--- src/rtl/mem_ctrl_pkg.sv ---
// Shared widths and burst FSM encoding for the memory channel controllers.
package mem_ctrl_pkg;
  localparam int MEM_DATA_W      = 256;
  localparam int MEM_ADDR_W      = 28;
  localparam int MEM_LEN_W       = 8;
  localparam int MEM_RFIFO_DEPTH = 4;

  typedef enum logic [1:0] {
    ST_IDLE  = 2'd0,
    ST_WRITE = 2'd1,
    ST_READ  = 2'd2
  } burst_state_e;
endpackage

--- src/rtl/mem_rd_fifo.sv ---
// Read-return buffer: head visible combinationally, push lands next cycle.
// Pushes into a full buffer are dropped; the controller throttles so that never happens.
module mem_rd_fifo #(
  parameter int W     = 257,
  parameter int DEPTH = 4
) (
  input  logic                       clk,
  input  logic                       rst_n,
  input  logic                       push,
  input  logic [W-1:0]               push_dat,
  input  logic                       pop,
  output logic [W-1:0]               pop_dat,
  output logic                       empty,
  output logic [$clog2(DEPTH):0]     count
);
  localparam int PW = $clog2(DEPTH);
  localparam int CW = PW + 1;

  logic [PW-1:0] wptr_q, wptr_d, rptr_q, rptr_d;
  logic [CW-1:0] count_q, count_d;
  logic [W-1:0]  mem_q [DEPTH];
  logic          do_push, do_pop;

  assign do_push = push && (count_q != CW'(DEPTH));
  assign do_pop  = pop && (count_q != '0);

  always_comb begin
    wptr_d  = wptr_q;
    rptr_d  = rptr_q;
    count_d = count_q;
    if (do_push) wptr_d = wptr_q + PW'(1);
    if (do_pop)  rptr_d = rptr_q + PW'(1);
    if (do_push && !do_pop)      count_d = count_q + CW'(1);
    else if (!do_push && do_pop) count_d = count_q - CW'(1);
  end

  always_ff @(posedge clk or negedge rst_n) begin
    if (!rst_n) begin
      wptr_q  <= '0;
      rptr_q  <= '0;
      count_q <= '0;
    end else begin
      wptr_q  <= wptr_d;
      rptr_q  <= rptr_d;
      count_q <= count_d;
    end
  end

  always_ff @(posedge clk) begin
    if (do_push) mem_q[wptr_q] <= push_dat;
  end

  assign pop_dat = mem_q[rptr_q];
  assign empty   = (count_q == '0);
  assign count   = count_q;
endmodule

--- src/rtl/mem_burst_ctrl.sv ---
// Burst controller: one memory strobe per beat, registered, one cycle after acceptance.
// Writes stall on wd_valid; reads stall when the return buffer could not absorb another beat.
module mem_burst_ctrl
  import mem_ctrl_pkg::*;
#(
  parameter int DATA_W      = MEM_DATA_W,
  parameter int ADDR_W      = MEM_ADDR_W,
  parameter int LEN_W       = MEM_LEN_W,
  parameter int RFIFO_DEPTH = MEM_RFIFO_DEPTH
) (
  input  logic                  clk,
  input  logic                  rst_n,
  input  logic                  cmd_valid,
  output logic                  cmd_ready,
  input  logic                  cmd_write,
  input  logic [ADDR_W-1:0]     cmd_addr,
  input  logic [LEN_W-1:0]      cmd_len,
  input  logic                  wd_valid,
  output logic                  wd_ready,
  input  logic [DATA_W-1:0]     wd_data,
  input  logic [DATA_W/8-1:0]   wd_strb,
  input  logic                  wd_last,
  output logic                  rd_valid,
  input  logic                  rd_ready,
  output logic [DATA_W-1:0]     rd_data,
  output logic                  rd_last,
  output logic                  mem_wen,
  output logic [ADDR_W-1:0]     mem_waddr,
  output logic [DATA_W-1:0]     mem_wdin,
  output logic [DATA_W/8-1:0]   mem_wb,
  output logic                  mem_ren,
  output logic [ADDR_W-1:0]     mem_raddr,
  input  logic                  mem_rvld,
  input  logic [DATA_W-1:0]     mem_rdout,
  output logic                  busy,
  output logic                  err_wlast
);
  localparam int SW = DATA_W / 8;
  localparam int CW = $clog2(RFIFO_DEPTH) + 1;

  burst_state_e      state_q, state_d;
  logic [ADDR_W-1:0] addr_q, addr_d, mem_waddr_q, mem_waddr_d, mem_raddr_q, mem_raddr_d;
  logic [LEN_W-1:0]  len_q, len_d, cnt_q, cnt_d;
  logic [DATA_W-1:0] mem_wdin_q, mem_wdin_d;
  logic [SW-1:0]     mem_wb_q, mem_wb_d;
  logic              mem_wen_q, mem_wen_d, mem_ren_q, mem_ren_d;
  logic              rlast_q, rlast_d, inflight_q, inflight_d, inflast_q, inflast_d;
  logic              err_wlast_q, err_wlast_d;

  logic [CW-1:0]     fifo_count;
  logic              fifo_empty;
  logic [DATA_W:0]   fifo_dout;
  logic [CW:0]       outstanding;
  logic              can_issue, last_beat;

  assign last_beat = (cnt_q == len_q);
  // A read strobe on the bus now and the data returning now both still need buffer slots.
  assign outstanding = {1'b0, fifo_count} + {{CW{1'b0}}, mem_ren_q} + {{CW{1'b0}}, inflight_q};
  assign can_issue   = outstanding < (CW+1)'(RFIFO_DEPTH);

  always_comb begin
    state_d     = state_q;
    addr_d      = addr_q;
    len_d       = len_q;
    cnt_d       = cnt_q;
    mem_wen_d   = 1'b0;
    mem_waddr_d = mem_waddr_q;
    mem_wdin_d  = mem_wdin_q;
    mem_wb_d    = mem_wb_q;
    mem_ren_d   = 1'b0;
    mem_raddr_d = mem_raddr_q;
    rlast_d     = 1'b0;
    inflight_d  = mem_ren_q;
    inflast_d   = rlast_q;
    err_wlast_d = err_wlast_q;
    case (state_q)
      ST_IDLE: if (cmd_valid) begin
        addr_d  = cmd_addr;
        len_d   = cmd_len;
        cnt_d   = '0;
        state_d = cmd_write ? ST_WRITE : ST_READ;
      end
      ST_WRITE: if (wd_valid) begin
        mem_wen_d   = 1'b1;
        mem_waddr_d = addr_q;
        mem_wdin_d  = wd_data;
        mem_wb_d    = wd_strb;
        addr_d      = addr_q + ADDR_W'(1);
        cnt_d       = cnt_q + LEN_W'(1);
        if (wd_last != last_beat) err_wlast_d = 1'b1;
        if (last_beat) state_d = ST_IDLE;
      end
      ST_READ: if (can_issue) begin
        mem_ren_d   = 1'b1;
        mem_raddr_d = addr_q;
        rlast_d     = last_beat;
        addr_d      = addr_q + ADDR_W'(1);
        cnt_d       = cnt_q + LEN_W'(1);
        if (last_beat) state_d = ST_IDLE;
      end
      default: state_d = ST_IDLE;
    endcase
  end

  always_ff @(posedge clk or negedge rst_n) begin
    if (!rst_n) begin
      state_q     <= ST_IDLE;
      addr_q      <= '0;
      len_q       <= '0;
      cnt_q       <= '0;
      mem_wen_q   <= 1'b0;
      mem_waddr_q <= '0;
      mem_wdin_q  <= '0;
      mem_wb_q    <= '0;
      mem_ren_q   <= 1'b0;
      mem_raddr_q <= '0;
      rlast_q     <= 1'b0;
      inflight_q  <= 1'b0;
      inflast_q   <= 1'b0;
      err_wlast_q <= 1'b0;
    end else begin
      state_q     <= state_d;
      addr_q      <= addr_d;
      len_q       <= len_d;
      cnt_q       <= cnt_d;
      mem_wen_q   <= mem_wen_d;
      mem_waddr_q <= mem_waddr_d;
      mem_wdin_q  <= mem_wdin_d;
      mem_wb_q    <= mem_wb_d;
      mem_ren_q   <= mem_ren_d;
      mem_raddr_q <= mem_raddr_d;
      rlast_q     <= rlast_d;
      inflight_q  <= inflight_d;
      inflast_q   <= inflast_d;
      err_wlast_q <= err_wlast_d;
    end
  end

  mem_rd_fifo #(.W(DATA_W + 1), .DEPTH(RFIFO_DEPTH)) u_rd_fifo (
    .clk      (clk),
    .rst_n    (rst_n),
    .push     (mem_rvld && inflight_q),
    .push_dat ({inflast_q, mem_rdout}),
    .pop      (rd_valid && rd_ready),
    .pop_dat  (fifo_dout),
    .empty    (fifo_empty),
    .count    (fifo_count)
  );

  // Buffer storage is not reset, so the head is masked while empty.
  assign rd_valid  = !fifo_empty;
  assign rd_data   = rd_valid ? fifo_dout[DATA_W-1:0] : '0;
  assign rd_last   = rd_valid && fifo_dout[DATA_W];
  assign cmd_ready = rst_n && (state_q == ST_IDLE);
  assign wd_ready  = (state_q == ST_WRITE);
  assign mem_wen   = mem_wen_q;
  assign mem_waddr = mem_waddr_q;
  assign mem_wdin  = mem_wdin_q;
  assign mem_wb    = mem_wb_q;
  assign mem_ren   = mem_ren_q;
  assign mem_raddr = mem_raddr_q;
  assign err_wlast = err_wlast_q;
  assign busy      = (state_q != ST_IDLE) || mem_ren_q || inflight_q || !fifo_empty;
endmodule
--- config.mk ---
export PLATFORM = sky130hd
export DESIGN_NAME = mem_burst_ctrl
export DESIGN_NICKNAME = d
export VERILOG_FILES = /design/src/rtl/mem_ctrl_pkg.sv /design/src/rtl/mem_rd_fifo.sv /design/src/rtl/mem_burst_ctrl.sv
export SDC_FILE = /design/constraint.sdc
export NUM_CORES = 2
export LEC_CHECK = 0
export CORE_AREA = 2 2 459 461
export DETAILED_ROUTE_END_ITERATION = 7
export DIE_AREA = 0 0 461 463
export PLACE_DENSITY = 0.46
export SYNTH_ARGS = -nofsm -noshare
export SYNTH_HDL_FRONTEND = slang
export SYNTH_SLANG_ARGS = --single-unit
--- constraint.sdc ---
create_clock -name clk -period 9 [get_ports clk]
set_clock_uncertainty 0.1 [all_clocks]
set_input_delay 1.8 -clock clk [delete_from_list [all_inputs] [get_ports clk]]
set_output_delay 1.8 -clock clk [all_outputs]
set_load 0.1 [all_outputs]
Yosys cells after proc, flatten, opt, wreduce, memory -nomap -nowiden
Memory sizes are Yosys's and may differ from the RTL's.
Index checks and enable logic that the tools add are counted.

operators by class
  add/sub/neg operators = 8
  magnitude comparators = 1
  equal/unequal tests = 8
  muxes and demuxes = 25
  reduce and logical (&&, ||, !) cells = 26

operators with widths
  kind                     number
  $mux W256                1
  $mux W28                 3
  $pmux W28 S3             1
  $add A28 B1 Y28 const B  1
  $mux W8                  3
  $pmux W8 S3              1
  $mux W2                  5
  $add A8 B1 Y8 const B    1
  $eq A8 B8 Y1             1
  $logic_and A1 B1 Y1      8
  $mux W1                  8
  $mux W3                  2
  $ne A2 B2 Y1 const B     3
  $pmux W2 S3              1
  $reduce_and A2 Y1        3
  $reduce_and A3 Y1        2
  $reduce_bool A3 Y1       2
  $add A2 B1 Y2 const B    2
  $add A3 B1 Y4            1
  $add A4 B1 Y4            1
  $lt A4 B3 Y1 const B     1
  $reduce_and A4 Y1        1
  $reduce_bool A2 Y1       2
  $add A3 B1 Y3 const B    1
  other kinds (9)          13

storage, ports and cells
  register bits = 403
  bits in writable memories = 1028
  input port bits = 588
  output and inout port bits = 608
  word-level logic and storage cells = 86
  memories kept = 1

memories
  name             words  bits a word  rd ports  clocked after Yosys merged registers in  wr ports  line               source
  u_rd_fifo.mem_q  4      257          1         0                                        1         mem_rd_fifo.sv:21  logic [W-1:0] mem_q [DEPTH];

Logic depth before layout (Yosys ltp)
  word-level depth = 7
  depth in mapped cells = 11

By module
A second synthesis with hierarchy kept.

unflattened totals
  cell total of the unflattened synthesis = 2722
  area total of the unflattened synthesis = 54868.9 um^2

by module, submodules not included
  module          instances  cells each  area each (um^2)
  mem_rd_fifo     1          1378        37513.5
  mem_burst_ctrl  1          1344        17355.4

Worst setup path after synthesis
No wires, ideal clock.

  path type = input-to-reg
  from = input mem_rvld
  to = memory u_rd_fifo.mem_q[0][0] (enable)
  data arrival time = 8.071 ns
  path slack = 0.178 ns
  stages on the path = 3
  buffers on the path = 0
  cell sequence = nand2_1 a21oi_1 and2_1

between the ends
  cells in the longest elaborated chain, start to end = 4

RTL lines
  what                           line                   source
  start, declared                mem_burst_ctrl.sv:33   input logic mem_rvld,
  $logic_and A1 B1 Y1            mem_burst_ctrl.sv:142  .push (mem_rvld && inflight_q),
  $logic_and A1 B1 Y1            mem_rd_fifo.sv:24      assign do_push = push && (count_q != CW'(DEPTH));
  via u_rd_fifo.do_push          mem_rd_fifo.sv:22      logic do_push, do_pop;
  $mux W1                        mem_rd_fifo.sv:50      if (do_push) mem_q[wptr_q] <= push_dat;
  $mux W1 (implied by the code)  mem_rd_fifo.sv:50
  end, declared                  mem_rd_fifo.sv:21

The timed path passes the listed nets, and every way through them passes these cells.

Worst setup path after layout
  from = register u_rd_fifo.rptr_q[0]
  to = output rd_data[244]

between the ends
  cells in the longest elaborated chain, start to end = 2

RTL lines
  what                    line                   source
  start, declared         mem_rd_fifo.sv:19      logic [PW-1:0] wptr_q, wptr_d, rptr_q, rptr_d;
  start signal, assigned  mem_rd_fifo.sv:44      rptr_q <= rptr_d;
  $mem_v2 Z4 W257         -
  $mux W256               mem_burst_ctrl.sv:152  assign rd_data = rd_valid ? fifo_dout[DATA_W-1:0] : '0;
  end, declared           mem_burst_ctrl.sv:25   output logic [DATA_W-1:0] rd_data,

No other way between the ends.

==> qor.yml <==
timing:
  totalNegativeSetupSlack_ps: 0
  relSlewSlack_pct: 16.0
  min_period_ps: 6360
  setup_viol: 0
  slew_viol_final: 0
  clock.fmax_mhz: 157
  rsz0062_at_grt: "false"
  hold_viol_final: 0
  fin_crit_sh_pct: 70.7
  tightest_slew_ps: 1260
worst_hold_path:
  hold_path_depth: 0
  holdCritPathClass: "reg -> reg"
logic_synthesis:
  synth_simple_gate_area_share_pct: 4.69
  synth_seq_cells: 1431
  avgSynthCellArea_um2: 20.1
  synth.net_count: 3324
  async_flop_share_pct: 28.2
  synth_compound_area_share_pct: 0.948
  synth-seq-area-share_pct: 74.6
  synth_edf_count: 1028
  ys_types: 59
  synth-xor-area-share_pct: 0.239
  synthCells: 2724
  ys.flop_type: "edfxtp_1"
  syn_area_um2: 54900
  synth-warning-count: 0
  yosys.area_share.adder_pct: 0.287
  synth_top_family_by_area: "multiplexers"
  synthMuxAreaShare_pct: 17.9
outcome:
  outcome: "finished, final reports clean"
cts:
  hold_buffers: 0
  clock_tree.root_cell: "clkbuf_16"
  numClockSinks: 1431
  tritoncts: "yes"
  numCtsBuffers: 170
  clockBufferDepth: 3
  cts.repair.resized: 0
  cts.clk_slew.worst_paths_ps: 50
  insertion_delay_ps: 810
  htreeDepth: 4
  postCtsSetupBuffers: 0
worst_setup_path:
  startpoint_type: "register"
  cpPeakStageDelay_ps: 1020
  critPathMaxFanout: 43
  reg2reg_depth: 6
  crit_chain: "buf_4, mux4_2, and2_1, clkdlybuf4s50_1"
  endpoint_kind: "primary output"
  crit_arrival_ps: 4460
  cp_slowest_cell: "dfrtp_4"
  setup.worst_path.class: "reg -> out"
  critPathRequiredTime_ps: 7100
floorplanning:
  core_region_area_um2: 209000
  num_io_pins: 1196
  die_h_um: 463
  rows: 168
  initial_core_util_pct: 26.3
  die_area_um2: 213000
  die_x_um: 461
detailed_routing:
  drc: 0
  ant_nets: 0
  post_drt_wl_per_cell_um: 31.9
  drt_iter0_drc: 2489
  vias: 31700
  drt_pass1_iterations: 7
  wl_um: 223000
  vias_per_cell: 4.53
cells_and_area:
  multi_input_area_um2: 13200
  mostFrequentLayoutCell: "clkdlybuf4s50_1"
  area_growth_pct: 37.6
  regArea_um2: 41000
  drive_gt1_share_pct: 23.3
  fillers: 19800
  most-common-layout-cells: "clkdlybuf4s50_1, edfxtp_1, dfrtp_1"
  fin_nets: 4576
global_routing:
  antenna_found_initial: 145
  grt_pass1_wl_um: 296000
  grt_max_degree: 137
  globalRouteOverflowTotal: 0
  grt_pass1_vias: 32300
  grtUsageTotal_pct: 20.5
place:
  dpl.hpwl_um: 165000
  gp_congestion: 0.980
  portBuffers: 1195
run:
  cap_violations: 0
## Yosys cell counts, types with 6 or more instances
| cell type | count | area [um^2] |
|---|---|---|
| edfxtp_1 | 1028 | 30900 |
| dfrtp_1 | 403 | 10100 |
| mux2_2 | 353 | 3980 |
| and2_1 | 264 | 1650 |
| mux4_2 | 257 | 5790 |
| clkbuf_1 | 75 | 282 |
| buf_2 | 47 | 235 |
| nand2_1 | 45 | 169 |
| nand3_1 | 26 | 130 |
| buf_1 | 16 | 60.1 |
| o21ai_0 | 16 | 80.1 |
| and3_1 | 12 | 75.1 |
| ha_1 | 11 | 138 |
| nand4_1 | 11 | 68.8 |
| nor4_1 | 11 | 68.8 |
| a21oi_1 | 10 | 50.1 |
| xor2_1 | 10 | 87.6 |
| inv_1 | 8 | 30.0 |
| nor2_1 | 8 | 30.0 |
| buf_6 | 7 | 78.8 |
| or4_1 | 7 | 52.6 |
| a211o_1 | 6 | 52.6 |
| a32oi_1 | 6 | 52.6 |
| mux2i_1 | 6 | 60.1 |
| nand3_2 | 6 | 60.1 |
| o22ai_1 | 6 | 37.5 |
## worst max-delay path, delay by kind of cell, from the launching register on
kind / cells / cell delay, ps
mux: 1 / 590
buf+inv: 2 / 1860
flops: 1 / 1020
simple gates: 1 / 180
## state kept, by name, summed over array words and instances, names as in the netlist, 3 cells and up
| name | flops |
|---|---|
| mem_wb | 32 |
| cnt_q | 8 |
| len_q | 8 |
| u_rd_fifo.mem_q | 1028 |
| u_rd_fifo.count | 3 |
| addr_q | 28 |
| mem_raddr | 28 |
| mem_waddr | 28 |
| mem_wdin | 256 |
## area by class of cell
cell class | instances | share of cell area (%)
Sequential cell | 1431 | 54.3
Multi-Input combinational cell | 1135 | 17.5
Timing Repair Buffer | 1230 | 16.2
Clock buffer | 228 | 6.07
Tap cell | 2805 | 4.65
Clock inverter | 81 | 1.03
Antenna cell | 73 | 0.242
Inverter | 8 | 0.0497
## through the flow
step	utilization [%]	area (um^2)	worst slack, ps	hold slack (ps)	cells
after floorplan	-	54900	178	231	2724
after global placement	33.5	70000	3210	241	6609
after detailed placement	33.5	70000	3210	240	6609
after CTS	36.1	75300	2330	252	6918
after global routing	36.1	75300	2240	267	6930
final	36.2	75500	2640	249	6991
## worst paths after layout
path                                startpoint      endpoint  slack (ps)
hold / removal                       inflast_d     inflast_q         250
setup / recovery           u_rd_fifo.rptr_q[0]  rd_data[244]        2640
min in group asynchronous                rst_n       mem_wen         820
max in group asynchronous                rst_n    mem_wb[15]        5460
setup reg to reg                    state_q[1]     mem_wb[4]        5450
hold reg to reg                      inflast_d     inflast_q         250
## cell families after synthesis
family	count (synthesis)
flops	1431
mux	616
simple gates	421
buf+inv	158
compound gates	71
xor+xnor	15
fa+ha+maj	12
## routing by layer
metal	global-route usage [%]	share of wire, %	up-vias
met3	10.4	13	393
li1	-	-	13300
met1	25.3	39	16600
met4	6.04	2.7	86
met5	0	0.24	-
met2	31.2	45	1294
Power is left out: the tool's default activity adds up to more than one toggle a clock period on the data nets, which glitch-free logic cannot reach.
